--- src/rtl/cam_pixel_capture.sv ---
// Camera capture front end: pairs RGB565 bytes into 8-bit pixels (RGB332 or
// luma), frames them with VSYNC/HREF and produces frame-buffer write strobes
// with a linear, row-aligned address.
module cam_pixel_capture #(
  parameter int H_ACTIVE = 640,
  parameter int V_ACTIVE = 480,
  parameter int OUT_GRAY = 0,
  parameter int AW       = 19
) (
  input  logic          clk,
  input  logic          n_rst,
  input  logic          cam_valid,
  input  logic          cam_vsync,
  input  logic          cam_href,
  input  logic [7:0]    cam_data,
  output logic          pix_we,
  output logic [7:0]    pix_data,
  output logic [AW-1:0] pix_addr,
  output logic          frame_start,
  output logic          frame_done,
  output logic          frame_ok,
  output logic          line_err
);

  // x saturates one past H_ACTIVE so over-long lines stay distinguishable.
  localparam int XW = $clog2(H_ACTIVE + 2);
  localparam int YW = $clog2(V_ACTIVE + 1);
  // The address counter may rest at H*V after the last row, so it carries
  // one more value than the output address.
  localparam int CW = $clog2(H_ACTIVE * V_ACTIVE + 1);

  localparam logic [XW-1:0] X_END    = XW'(H_ACTIVE);
  localparam logic [XW-1:0] X_SAT    = XW'(H_ACTIVE + 1);
  localparam logic [YW-1:0] Y_END    = YW'(V_ACTIVE);
  localparam logic [CW-1:0] ROW_STEP = CW'(H_ACTIVE);

  typedef enum logic [1:0] {IDLE, VBLANK, ACTIVE} state_t;

  state_t        state, state_n;
  logic          vsync_q, vsync_q_n;
  logic          href_q, href_q_n;
  logic          phase, phase_n;
  logic [7:0]    b0, b0_n;
  logic [XW-1:0] x, x_n;
  logic [YW-1:0] y, y_n;
  logic [CW-1:0] wr_addr, wr_addr_n;
  logic [CW-1:0] row_base, row_base_n;
  logic          err_seen, err_seen_n;
  logic          pix_we_n;
  logic [7:0]    pix_data_n;
  logic [AW-1:0] pix_addr_n;
  logic          frame_start_n, frame_done_n, frame_ok_n, line_err_n;

  logic          vs_rise, vs_fall, line_end;

  function automatic logic [7:0] rgb332(input logic [7:0] hi, input logic [7:0] lo);
    return {hi[7:5], hi[2:0], lo[4:3]};
  endfunction

  // Components widened by bit replication; the weighted sum peaks at 2040,
  // so the 11-bit intermediate never overflows and no clamp is needed.
  function automatic logic [7:0] luma(input logic [7:0] hi, input logic [7:0] lo);
    logic [7:0]  r8, g8, b8;
    logic [10:0] sum;
    r8  = {hi[7:3], hi[7:5]};
    g8  = {hi[2:0], lo[7:5], hi[2:1]};
    b8  = {lo[4:0], lo[4:2]};
    sum = {2'b00, r8, 1'b0} + ({3'b000, g8} * 11'd5) + {3'b000, b8};
    return sum[10:3];
  endfunction

  function automatic logic [7:0] pack_pixel(input logic [7:0] hi, input logic [7:0] lo);
    return (OUT_GRAY != 0) ? luma(hi, lo) : rgb332(hi, lo);
  endfunction

  assign vs_rise  = cam_vsync & ~vsync_q;
  assign vs_fall  = ~cam_vsync & vsync_q;
  // A line closes on HREF falling, or when VSYNC rises while HREF is still up.
  assign line_end = href_q & (~cam_href | vs_rise);

  // Next-state, byte pairing, counters and output pulses; all qualified by cam_valid.
  always_comb begin
    state_n       = state;
    vsync_q_n     = vsync_q;
    href_q_n      = href_q;
    phase_n       = phase;
    b0_n          = b0;
    x_n           = x;
    y_n           = y;
    wr_addr_n     = wr_addr;
    row_base_n    = row_base;
    err_seen_n    = err_seen;
    pix_we_n      = 1'b0;
    pix_data_n    = pix_data;
    pix_addr_n    = pix_addr;
    frame_start_n = 1'b0;
    frame_done_n  = 1'b0;
    frame_ok_n    = frame_ok;
    line_err_n    = 1'b0;

    if (cam_valid) begin
      vsync_q_n = cam_vsync;
      href_q_n  = cam_href;
      case (state)
        IDLE: begin
          // A capture may only begin from a clean vertical blank.
          if (cam_vsync) state_n = VBLANK;
        end
        VBLANK: begin
          if (vs_fall) begin
            frame_start_n = 1'b1;
            frame_ok_n    = 1'b0;
            err_seen_n    = 1'b0;
            x_n           = '0;
            y_n           = '0;
            phase_n       = 1'b0;
            wr_addr_n     = '0;
            row_base_n    = '0;
            state_n       = ACTIVE;
          end
        end
        ACTIVE: begin
          if (line_end) begin
            if (phase || (x != X_END)) begin
              line_err_n = 1'b1;
              err_seen_n = 1'b1;
            end
            x_n     = '0;
            phase_n = 1'b0;
            // Jump to the next row start so a short line cannot skew later rows.
            if (y < Y_END) begin
              y_n        = y + 1'b1;
              row_base_n = row_base + ROW_STEP;
              wr_addr_n  = row_base + ROW_STEP;
            end
          end else if (cam_href && !vs_rise) begin
            if (!phase) begin
              b0_n    = cam_data;
              phase_n = 1'b1;
            end else begin
              phase_n = 1'b0;
              if (x != X_SAT) x_n = x + 1'b1;
              if ((x < X_END) && (y < Y_END)) begin
                pix_we_n   = 1'b1;
                pix_data_n = pack_pixel(b0, cam_data);
                pix_addr_n = AW'(wr_addr);
                wr_addr_n  = wr_addr + 1'b1;
              end
            end
          end
          if (vs_rise) begin
            phase_n      = 1'b0;
            frame_done_n = 1'b1;
            frame_ok_n   = (y_n == Y_END) && !err_seen_n;
            state_n      = VBLANK;
          end
        end
        default: state_n = IDLE;
      endcase
    end
  end

  // State and output registers; async reset returns everything to IDLE/zero.
  always_ff @(posedge clk or negedge n_rst) begin
    if (!n_rst) begin
      state       <= IDLE;
      vsync_q     <= 1'b0;
      href_q      <= 1'b0;
      phase       <= 1'b0;
      b0          <= '0;
      x           <= '0;
      y           <= '0;
      wr_addr     <= '0;
      row_base    <= '0;
      err_seen    <= 1'b0;
      pix_we      <= 1'b0;
      pix_data    <= '0;
      pix_addr    <= '0;
      frame_start <= 1'b0;
      frame_done  <= 1'b0;
      frame_ok    <= 1'b0;
      line_err    <= 1'b0;
    end else begin
      state       <= state_n;
      vsync_q     <= vsync_q_n;
      href_q      <= href_q_n;
      phase       <= phase_n;
      b0          <= b0_n;
      x           <= x_n;
      y           <= y_n;
      wr_addr     <= wr_addr_n;
      row_base    <= row_base_n;
      err_seen    <= err_seen_n;
      pix_we      <= pix_we_n;
      pix_data    <= pix_data_n;
      pix_addr    <= pix_addr_n;
      frame_start <= frame_start_n;
      frame_done  <= frame_done_n;
      frame_ok    <= frame_ok_n;
      line_err    <= line_err_n;
    end
  end

endmodule
--- config.mk ---
export PLATFORM = sky130hd
export DESIGN_NAME = cam_pixel_capture
export DESIGN_NICKNAME = d
export VERILOG_FILES = /design/src/rtl/cam_pixel_capture.sv
export SDC_FILE = /design/constraint.sdc
export NUM_CORES = 1
export LEC_CHECK = 0
export CORE_MARGIN = 3
export CORE_UTILIZATION = 55
export DETAILED_ROUTE_END_ITERATION = 8
export GPL_TIMING_DRIVEN = 0
export PLACE_DENSITY = 0.78
export SYNTH_ARGS = -nofsm -noshare
export SYNTH_HDL_FRONTEND = slang
export SYNTH_SLANG_ARGS = --single-unit
--- constraint.sdc ---
create_clock -name clk -period 2.5 [get_ports clk]
set_input_delay 0.5 -clock clk [delete_from_list [all_inputs] [get_ports clk]]
set_output_delay 0.5 -clock clk [all_outputs]
set_load 0.02 [all_outputs]
==> summary.txt <==
=================================================================================================
Run status                                                                           finished, final reports clean
Residual DRC count                                                                              0
Combinational share of power                                                                0.259
Hold bufs inserted after CTS                                                                    0
Dominant cells by area after synthesis                                               sky130_fd_sc_hd__dfrtp_1 48%, sky130_fd_sc_hd__mux2_2 5.7%, sky130_fd_sc_hd__o21ai_0 4.2%, sky130_fd_sc_hd__nand2_1 3.3%, sky130_fd_sc_hd__a21oi_1 2.7%
Path category of the worst min-delay check                                            in -> async
Die area                                                                                10170 µm²
Largest area contributor in the netlist                                              sky130_fd_sc_hd__dfrtp_1
Die Wd                                                                                   100.8 µm
List of most frequent post-synthesis cells                                           94 x sky130_fd_sc_hd__dfrtp_1, 44 x sky130_fd_sc_hd__nand2_1, 42 x sky130_fd_sc_hd__o21ai_0
Crit Path Class                                                                         in -> reg
Wire length of the first global-routing pass                                             20230 µm
Critical path capture point type                                                        flip-flop
Time the final worst path needs with I/O delays and setup                                2.447 ns
Post-layout net count                                                                         583
Largest net degree at the start of global routing                                              58
TritonCTS clock tree                                                                         done
Average instance area after synthesis                                                   9.797 µm²
Top-area cell type share of the netlist area                                               0.4755
Async S/R FF share, synth                                                                   1.000
Worst path arrival time                                                                   2.72 ns
# Max-Cap Violations                                                                            0
Final weighted congestion of routability-driven global placement                           0.9328
Tcrit/Tclk final                                                                           0.9789
CTS Buf Count                                                                                   9
Number of distinct library cell variants in the gate-level netlist after synthesis             62
Nature of the critical path startpoint                                                  input pin
Number of inserted filler cells in the final layout                                           662
Sink Count                                                                                     94
Number of antenna violations at the first check in global routing                               0
GRT overflow                                                                                    0
Share of cells above drive strength 1                                                      0.1219
Total standard cell area after synthesis                                                 4947 µm²
DP Wirelength                                                                             8550 µm
Vias per Instance                                                                           6.311
Clock Root Buffer                                                                    sky130_fd_sc_hd__clkbuf_8
Synthesized netlist net count                                                                 527
Vias                                                                                         4235
Unrepaired setup endpoints after global routing                                              true
Latest clock arrival within the worst-skew pair                                           0.37 ns
Final hold violation count                                                                      0
Leakage                                                                                  2.430 nW
Critical path required time                                                               2.77 ns
Post-route antenna net violation count                                                          0
Total of warnings raised by yosys                                                               0
Post-Route WL                                                                            11830 µm
Net switching power figure                                                               1.348 mW
Bufs on Longest Clock Path                                                                      2
Tightest Pin Transition                                                                 0.7827 ns
Final count of pins violating max slew                                                          0
Internal power of the cells                                                              2.446 mW
Final setup violation count                                                                     0
Relative slew slack                                                                        0.4734
Worst-case clock skew                                                                 0.008488 ns
Core area                                                                                8464 µm²
Total Routing Usage GR                                                                     0.2511
Core Util, Final                                                                           0.6820
Largest voltage drop on the vdd net                                                      447.7 µV
Clock power share                                                                           0.258
Most frequent cell after synthesis                                                   sky130_fd_sc_hd__dfrtp_1
Row count                                                                                      33
Clk pin slew, worst setup/hold paths                                                      0.10 ns
Total power after layout                                                                 3.794 mW
Number of enable flip-flop cells after synthesis                                                0
Largest driver fanout on the critical path                                                     10
Power density over the cells                                                         657.2 nW/µm²
Upper clock frequency limit                                                             408.6 MHz
Initial detailed-routing violation count                                                      394
Share of power burned in registers                                                          0.483
Synthesis-stage register bit count                                                             94
Wire length per cell                                                                     17.63 µm
Sequential fraction of the synthesis area                                                  0.4755
I/O Buffers                                                                                    43
Switching part of the total                                                                0.3553
Initial core utilization                                                                   0.5845
Number of levels the H-tree was split into                                                      3
Vias in the first global route                                                               4154
Num ports                                                                                      45
Number of optimization iterations in the first detailed-route pass                              6
Die Height                                                                               100.8 µm
P&R area growth vs syn                                                                     16.69%
Number of inserted diodes                                                                       0
Most used flip-flop cell after synthesis                                             sky130_fd_sc_hd__dfrtp_1
Number of cells produced by synthesis                                                         505
=================================================================================================
layout make-up:
type | instances | area, µm² | area share
timing repair buffer | 46 | 470.5 | 0.08149
clock buffer | 9 | 123.9 | 0.02146
buffer | 22 | 100.1 | 0.01734
sequential | 94 | 2352 | 0.4075
inverter | 21 | 78.83 | 0.01365
clock inverter | 7 | 62.56 | 0.01084
tap | 105 | 131.4 | 0.02276
multi-input combinational | 367 | 2454 | 0.4250
state kept, by name (all words and copies together), names as in the netlist, 2 cells and up:
name and count:
b0 6, wr_addr 19, pix_addr 19, pix_data 8, y 9, row_base 12
state 2, x 10
logic make-up (layout without fill, tap and decap cells):
logic type,count (synthesis),in the layout,synth area share
AO/OA/AOI/OAI,148,148,0.1952
XOR/XNOR,10,10,0.01770
adder cells (fa/ha/maj),9,9,0.02276
buffers and inverters,44,105,0.03541
flip-flops,94,94,0.4755
multiplexers,30,30,0.06803
AND/OR/NAND/NOR,170,170,0.1854
routing by layer:
layer | vias to the layer above | share of wire | GRT usage
met3 | 18 | 0.067 | 0.06436
li1 | 2000 | - | -
met1 | 2063 | 0.44 | 0.3451
met4 | 0 | 0.013 | 0.06943
met5 | - | 0 | 0
met2 | 154 | 0.48 | 0.3959
metrics by stage:
stage | hold slack (ns) | setup TNS (ns) | setup WS (ns) | std cells | area [µm²]
2_1_floorplan | 0.2044 | 0 | 0.3474 | 505 | 4947
3_3_place_gp | 0.4661 | -245.46 | -2.449 | 653 | 5509
3_5_place_dp | 0.4786 | -16.10 | -0.3599 | 654 | 5534
4_1_cts | 0.1028 | 0 | 0.01602 | 670 | 5734
5_1_grt | 0.1099 | -0.06452 | -0.02359 | 671 | 5773
6_report | 0.08763 | 0 | 0.05270 | 671 | 5773
repair_timing:
| action | CTS | global route |
|---|---|---|
| buffers inserted | 0 | 2 |
| gates resized for setup | 3 | 8 |
| pin swaps | 0 | 1 |
| endpoints found under the setup margin | 27 | 38 |
placed cells by master (no fill, tap or decap), drive strengths merged, types with 3 or more instances in the layout:
cell           synthesis  routed
ha                     9       9
or4                    6       6
nand4                 11      11
o211ai                 6       6
and4                   6       6
a22o                   7       7
nor4b                  3       3
xor2                   5       5
nand2                 44      44
dfrtp                 94      94
inv                   21      26
nand2b                 9       9
nor2                  27      27
a21o                   3       3
and2                   6       6
nor3                  15      15
or3                   10      10
a31oi                  7       7
o22ai                  4       4
mux2                  29      29
nor4                   4       4
clkbuf                17      27
nand3                 12      12
a22oi                  8       8
and3                   8       8
a211oi                 3       3
o2bb2ai                8       8
buf                    6       8
o31ai                 10      10
clkdlybuf4s50          0      42
xnor2                  5       5
a21oi                 27      27
o21ai                 48      48
power by group through the flow:
stage          Clock (mW)  Sequential (mW)  Combinational [mW]
2_1_floorplan           0             1.85               0.620
3_3_place_gp            0             1.85               0.913
3_5_place_dp            0             1.86               0.945
4_1_cts              1.01             1.83               0.958
5_1_grt              1.07             1.86                1.09
6_report            0.977             1.83               0.983
final timing paths:
kind / endpoint / startpoint / slack (ns) / cells past startpoint
max: frame_ok$_DFFE_PN0P_ / cam_vsync / 0.05 / 7
min: x[3]$_DFFE_PN0P_ / n_rst / 0.09 / 1
max reg2reg: pix_data[0]$_DFFE_PN0P_ / state[0]$_DFFE_PN0P_ / 0.14 / 7
min reg2reg: pix_addr[15]$_DFFE_PN0P_ / pix_addr[15]$_DFFE_PN0P_ / 0.50 / 2
max in group asynchronous: wr_addr[0]$_DFFE_PN0P_ / n_rst / 1.77 / 2
min in group clk: frame_start$_DFF_PN0_ / cam_valid / 0.50 / 3
critical path, cell delays in order:
cell                              delay [ns]
sky130_fd_sc_hd__clkdlybuf4s50_1        0.56
sky130_fd_sc_hd__nor2b_1                0.34
sky130_fd_sc_hd__o21ai_1                0.25
sky130_fd_sc_hd__clkbuf_1               0.36
sky130_fd_sc_hd__nor4b_1                0.39
sky130_fd_sc_hd__a21oi_1                0.10
sky130_fd_sc_hd__o41ai_2                0.22
No activity file was read; power rests on OpenSTA's default activity.
